===== src/rtl/mem_arb_pkg.sv =====
// Shared definitions for the memory arbiter: FSM state encoding,
// default timing limits and the read data returned on a watchdog abort.
package mem_arb_pkg;

  typedef enum logic [1:0] {
    ST_IDLE    = 2'd0,
    ST_IF_BUSY = 2'd1,
    ST_DM_BUSY = 2'd2
  } arb_state_t;

  localparam int TIMEOUT_CYC_DEF = 15;
  localparam int STARVE_LIM_DEF  = 4;

  localparam logic [15:0] ABORT_RDATA = 16'hFFFF;

endpackage


===== src/rtl/mem_arb_wdog.sv =====
// Watchdog counter for the memory arbiter. Counts cycles while a
// transaction is in flight and flags expiry on the TIMEOUT_CYC-th
// cycle. Only instantiated when MEM_ARB_TIMEOUT_EN is defined.
module mem_arb_wdog
  import mem_arb_pkg::*;
#(
  parameter int TIMEOUT_CYC = TIMEOUT_CYC_DEF
) (
  input  logic clk,
  input  logic rst,
  input  logic start,
  input  logic clear,
  output logic expire
);

  localparam int CW = $clog2(TIMEOUT_CYC + 1);

  logic [CW-1:0] cnt;

  // cnt holds the number of BUSY cycles already completed, so the
  // current cycle is number cnt+1.
  assign expire = start & (cnt == CW'(TIMEOUT_CYC - 1));

  // Count while a transaction is running; restart whenever it ends.
  always_ff @(posedge clk or negedge rst) begin
    if (!rst) begin
      cnt <= '0;
    end else if (clear || !start) begin
      cnt <= '0;
    end else begin
      cnt <= cnt + 1'b1;
    end
  end

endmodule


===== src/rtl/mem_arbiter.sv =====
// Single-port memory arbiter between instruction fetch and data access.
// Data normally wins; a starvation counter forces a fetch grant after
// STARVE_LIM consecutive data grants while fetch waits.
// Optional watchdog abort is enabled by defining MEM_ARB_TIMEOUT_EN.
module mem_arbiter
  import mem_arb_pkg::*;
#(
  parameter int TIMEOUT_CYC = TIMEOUT_CYC_DEF,
  parameter int STARVE_LIM  = STARVE_LIM_DEF
) (
  input  logic        clk,
  input  logic        rst,
  input  logic        if_req,
  input  logic [15:0] if_addr,
  input  logic        hlt,
  input  logic        dm_rd,
  input  logic        dm_wr,
  input  logic [15:0] dm_addr,
  input  logic [15:0] dm_wdata,
  output logic        mem_req,
  output logic        mem_wr,
  output logic [15:0] mem_addr,
  output logic [15:0] mem_wdata,
  input  logic [15:0] mem_rdata,
  input  logic        mem_done,
  output logic        if_done,
  output logic        dm_done,
  output logic [15:0] if_rdata,
  output logic [15:0] dm_rdata,
  output logic        if_stall,
  output logic        dm_stall,
  output logic        err
);

  localparam int SW = $clog2(STARVE_LIM + 2);
  localparam logic [SW-1:0] STARVE_MAX = SW'(STARVE_LIM);

  arb_state_t    state, state_nxt;
  logic          dm_any, if_ok, busy, fin, abort;
  logic          grant_if, grant_dm;
  logic [SW-1:0] starve;

  assign dm_any = dm_rd | dm_wr;
  assign if_ok  = if_req & ~hlt;
  assign busy   = (state != ST_IDLE);
  // A transaction ends on memory completion or on a watchdog abort.
  assign fin    = busy & (mem_done | abort);

`ifdef MEM_ARB_TIMEOUT_EN
  logic expire;
  logic err_q;

  mem_arb_wdog #(
    .TIMEOUT_CYC(TIMEOUT_CYC)
  ) u_wdog (
    .clk   (clk),
    .rst   (rst),
    .start (busy),
    .clear (fin),
    .expire(expire)
  );

  // A real completion in the expiry cycle wins over the abort.
  assign abort = expire & ~mem_done;

  // Sticky timeout flag; only reset clears it.
  always_ff @(posedge clk or negedge rst) begin
    if (!rst) begin
      err_q <= 1'b0;
    end else if (abort) begin
      err_q <= 1'b1;
    end
  end

  assign err = err_q;
`else
  assign abort = 1'b0;
  assign err   = 1'b0;
`endif

  // State register.
  always_ff @(posedge clk or negedge rst) begin
    if (!rst) begin
      state <= ST_IDLE;
    end else begin
      state <= state_nxt;
    end
  end

  // Next-state and grant decode; grants are only issued from IDLE, which
  // guarantees an idle cycle between back-to-back transactions.
  always_comb begin
    state_nxt = state;
    grant_if  = 1'b0;
    grant_dm  = 1'b0;
    case (state)
      ST_IDLE: begin
        if (if_ok && (starve == STARVE_MAX)) begin
          grant_if  = 1'b1;
          state_nxt = ST_IF_BUSY;
        end else if (dm_any) begin
          grant_dm  = 1'b1;
          state_nxt = ST_DM_BUSY;
        end else if (if_ok) begin
          grant_if  = 1'b1;
          state_nxt = ST_IF_BUSY;
        end
      end
      ST_IF_BUSY, ST_DM_BUSY: begin
        if (mem_done || abort) begin
          state_nxt = ST_IDLE;
        end
      end
      default: state_nxt = ST_IDLE;
    endcase
  end

  // Latch the winner's request on grant and hold it for the whole
  // transaction; mem_req marks only the first BUSY cycle.
  always_ff @(posedge clk or negedge rst) begin
    if (!rst) begin
      mem_req   <= 1'b0;
      mem_wr    <= 1'b0;
      mem_addr  <= '0;
      mem_wdata <= '0;
    end else begin
      mem_req <= grant_if | grant_dm;
      if (grant_dm) begin
        mem_wr    <= dm_wr;
        mem_addr  <= dm_addr;
        mem_wdata <= dm_wdata;
      end else if (grant_if) begin
        mem_wr    <= 1'b0;
        mem_addr  <= if_addr;
        mem_wdata <= '0;
      end
    end
  end

  // Count data grants that overtook a waiting fetch, saturating at the limit.
  always_ff @(posedge clk or negedge rst) begin
    if (!rst) begin
      starve <= '0;
    end else if (!if_req || grant_if) begin
      starve <= '0;
    end else if (grant_dm && (starve != STARVE_MAX)) begin
      starve <= starve + 1'b1;
    end
  end

  assign if_done  = (state == ST_IF_BUSY) & (mem_done | abort);
  assign dm_done  = (state == ST_DM_BUSY) & (mem_done | abort);
  assign if_rdata = abort ? ABORT_RDATA : mem_rdata;
  assign dm_rdata = abort ? ABORT_RDATA : mem_rdata;
  assign if_stall = if_req & ~if_done;
  assign dm_stall = dm_any & ~dm_done;

endmodule


===== config.mk =====
export PLATFORM = sky130hd
export DESIGN_NAME = mem_arbiter
export DESIGN_NICKNAME = d
export VERILOG_FILES = /design/src/rtl/mem_arb_pkg.sv /design/src/rtl/mem_arb_wdog.sv /design/src/rtl/mem_arbiter.sv
export SDC_FILE = /design/constraint.sdc
export NUM_CORES = 1
export LEC_CHECK = 0
export CORE_ASPECT_RATIO = 2
export CORE_UTILIZATION = 24
export DETAILED_ROUTE_END_ITERATION = 16
export PLACE_DENSITY = 0.64
export SKIP_LAST_GASP = 1
export SLEW_MARGIN = 10
export SYNTH_ARGS = -nofsm -noshare
export SYNTH_HDL_FRONTEND = slang
export SYNTH_SLANG_ARGS = --single-unit

===== constraint.sdc =====
create_clock -name clk -period 2.1 [get_ports clk]
set_input_delay 0.315 -clock clk [delete_from_list [all_inputs] [get_ports clk]]
set_output_delay 0.315 -clock clk [all_outputs]
set_load 0.1 [all_outputs]

# After elaboration in Yosys (flattened, before gate mapping)
# Index checks and enable logic that the tools add are counted.
dict set report word_totals {
  ff_bits 39
  inputBits 71
  output_inout_bits 71
}
dict set report op_classes {
  n_addsub 1
  n_eq_ne 6
  n_mux 20
  bitwise_logic 10
  n_reduce_logical 9
}
# op n
set ops {}
lappend ops {{$mux W16} 4}
lappend ops {{$mux W1} 9}
lappend ops {{$mux W2} 4}
lappend ops {{$mux W3} 2}
lappend ops {{$and A1 B1 Y1} 5}
lappend ops {{$ne A4 B4 Y1 const B} 1}
lappend ops {{$pmux W2 S2} 1}
lappend ops {{$reduce_bool A2 Y1} 2}
lappend ops {{$add A3 B1 Y3 const B} 1}
lappend ops {{$eq A3 B3 Y1 const B} 1}
lappend ops {{$ne A3 B3 Y1 const B} 1}
lappend ops {{$not A1 Y1} 3}
lappend ops {{$eq A2 B1 Y1 const B} 1}
lappend ops {{$eq A2 B2 Y1 const B} 1}
lappend ops {{$logic_and A1 B1 Y1} 2}
lappend ops {{$logic_not A2 Y1} 1}
lappend ops {{$ne A2 B2 Y1 const B} 1}
lappend ops {{$or A1 B1 Y1} 2}
lappend ops {{$reduce_and A2 Y1} 1}
lappend ops {{$reduce_or A2 Y1} 1}
lappend ops {{$logic_not A1 Y1} 1}
lappend ops {{$logic_or A1 B1 Y1} 1}

# Logic depth before layout (Yosys ltp)
dict set report logic_depth {
  depth_word 8
  depth_mapped 8
  mapped_depth_nobuf 5
}

# Least setup slack after synthesis
# OpenSTA, ideal clock, no wires.
dict set report synth_timing {
  path_type {register to output}
  startpoint {register state[1]}
  endpoint {output port if_stall}
  t_arrival_ps 2555
  path_slack_ps -770
  stages_incl_launch_ff 5
  cell_sequence {dfrtp_1 -> inv_1 -> ha_1 -> and2_1 -> nor2b_1}
}
dict set report synth_between {
  elab_chain_len 4
}
# element line_no
set synth_rtl {}
lappend synth_rtl {{from (decl)} mem_arbiter.sv:38} ;# arb_state_t state, state_nxt;
lappend synth_rtl {{from (signal assigned)} mem_arbiter.sv:86} ;# state <= state_nxt;
lappend synth_rtl {{$eq A2 B1 Y1} mem_arbiter.sv:151} ;# assign if_done = (state == ST_IF_BUSY) & (mem_done | abort);
lappend synth_rtl {{$and A1 B1 Y1} mem_arbiter.sv:151}
lappend synth_rtl {{named net if_done} mem_arbiter.sv:26} ;# output logic if_done,
lappend synth_rtl {{$not A1 Y1} mem_arbiter.sv:155} ;# assign if_stall = if_req & ~if_done;
lappend synth_rtl {{$and A1 B1 Y1} mem_arbiter.sv:155}
lappend synth_rtl {{to (decl)} mem_arbiter.sv:30} ;# output logic if_stall,
# The timed path passes the listed nets, and every way through them passes these cells.

# Worst setup path in the final report
dict set report layout_timing {
  startpoint {register state[1]}
  endpoint {output port if_stall}
}
dict set report layout_between {
  elab_chain_len 4
}
# element line_no
set layout_rtl {}
lappend layout_rtl {{$eq A2 B1 Y1} mem_arbiter.sv:151}
lappend layout_rtl {{$and A1 B1 Y1} mem_arbiter.sv:151}
lappend layout_rtl {{$not A1 Y1} mem_arbiter.sv:155}
lappend layout_rtl {{$and A1 B1 Y1} mem_arbiter.sv:155}
# Every way passes these cells.

==> results.cfg <==
[detailed_routing]
via_per_inst = 4.89
dr.first_iter.drc_count = 81
post-route-drc-count = 0
num_vias = 1860
wirelength_um = 5990
wl_per_cell_um = 15.8
ant_nets = 0
first_pass_iters = 4

[synth]
synth_edf_count = 0
synth_warnings = 0
syn_inst = 216
syn-num-nets = 292
synth_cell_types = 33
async_flop_share = 1.00
postSynthRegisterBits = 39
synth_area_um2 = 2150
syn_avg_cell_area_um2 = 9.96
yosysSeqAreaShare = 0.453
synthFlopType = dfrtp_1

[floorplanning]
fp.dieH_um = 136
die-area_um2 = 9370
initial_core_util = 0.249
io_pins = 142
core-area_um2 = 8650
die_w_um = 69.0
row_count = 48

[cells_and_area]
area_growth_pct = 43.0
layout_commonest_cell = clkdlybuf4s50_1
final_net_count = 355
layout-drive-gt1-share = 0.243
diodes = 0
final_cell_mix = clkdlybuf4s50_1 (53), buf_4 (46), dfrtp_1 (39)

[critical_path]
slowest_stage = dfrtp_1
r2r_cells = 5
timing.rr.start = starve[0]
rrSetupSlack_ns = 0.30
crit_chain = inv_1, ha_1, and2_1, nor2b_2, buf_12
arrival_ns = 1.50
cp_num_buf_inv = 2
crit_type = register to output pin
worstSetupEndpointType = output pin
crit_path_start_kind = register
critPathRequiredTime_ns = 1.78
cp_max_fo = 3
rr_endpoint = mem_wr
path_delay_family = flip-flops
slowest_delay_ns = 0.38

[grt]
grt_pass1_vias = 1939
grt_pass1_wl_um = 9260
grt_max_degree = 40
grt_usage = 0.133
antenna_found_initial = 0
gr-total-overflow = 0

[clock_network]
cts_setup_buffers = 0
clk-insertion-delay-late_ns = 0.28
cts_resized = 0
clk_path_buf_depth = 2
hold_buffers = 0
cts_root_buf = clkbuf_16
cts_tree = built
cts_inserted_buffers = 5
clkTransAtPathRegs_ns = 0.06
htree_levels = 2
cts.sinks = 39

[timing]
setup-tns-final_ns = 0
rsz0062_at_grt = no
skew_ns = 0.00391
slew_headroom = 0.415
tightest_slew_ns = 0.878
fin_hold_ws_ns = 0.149
fin_crit_sh = 0.864
max_clock_freq_mhz = 551
slew_viol_final = 0
hold_viol_final = 0
min_period_ns = 1.81
final.setup.worst_slack_ns = 0.285
finalSetupViolations = 0

[placement]
portBuffers = 92
place_congestion = 0.756
hpwl_um = 4680
post-place-ws_ns = 0.118

[min_path]
min_path_type = primary input to asynchronous set/reset pin

[status]
outcome = finished, final reports clean

[flow_run]
maxCapViolCount = 0
synth_stat cells, types with 2 or more instances:
cell      number  area, um2
nand4_1       18        113
nand2b_1       2       12.5
a31oi_1       16        100
dfrtp_1       39        976
nor2b_1        2       12.5
nand3_1        2       10.0
a22o_1        17        149
a21oi_1        3       15.0
buf_4         34        255
o211ai_1       2       15.0
nor2_1         2       7.51
and2_1         3       18.8
clkbuf_1       4       15.0
ha_1           5       62.6
inv_1          7       26.3
buf_6          2       22.5
nor3_1        16       80.1
buf_2          9       45.0
o21ai_0       19       95.1
how the worst max path moves through the flow:
stage / from / end / slack (ns) / cells past startpoint
final: state[1] / if_stall / 0.29 / 5
after floorplan: state[1] / if_stall / -0.25 / 4
after detailed placement: dm_wr / mem_wdata[13] / 0.12 / 4
after CTS: starve[0] / mem_wdata[6] / 0.26 / 5
after global placement: dm_wr / mem_addr[7] / 0.15 / 4
after global routing: starve[0] / mem_addr[3] / 0.09 / 5
layer usage:
layer,routed length (um),vias to the layer above,track usage,share of wire
met3,506,20,0.0285,0.084
met1,2040,885,0.129,0.34
met2,3220,66,0.239,0.54
met5,0,-,0,0
met4,224,0,0.0839,0.037
li1,-,889,-,-
through the flow:
stage	utilization	std cells	cell area (um2)
after floorplan	-	216	2160
after global placement	0.340	372	2940
after detailed placement	0.340	372	2940
after CTS	0.356	380	3080
after global routing	0.356	380	3080
final	0.356	380	3080
cell families (layout without fill, tap and decap cells):
| group | count (synthesis) | after routing | share of synthesized area |
|---|---|---|---|
| buf+inv | 56 | 120 | 0.169 |
| simple gates | 52 | 52 | 0.142 |
| fa+ha+maj | 5 | 5 | 0.0291 |
| other cells | 1 | 1 | 0.00174 |
| flops | 39 | 39 | 0.453 |
| compound gates | 63 | 63 | 0.204 |
state kept, by name (all words and copies together), names as in the netlist:
register,flops
state,2
starve,3
mem_wdata,16
mem_wr,1
mem_addr,16
mem_req,1
layout make-up:
cell class	count	area, um2
well taps	100	125
fillers	871	5570
multi-input cells	121	828
inverters	7	26.3
clock inverters	3	15.0
clock buffers	5	125
flip-flops and latches	39	976
repair buffers	105	981
Power is left out: the tool's default activity adds up to more than one toggle a clock period on the data nets, which glitch-free logic cannot reach.
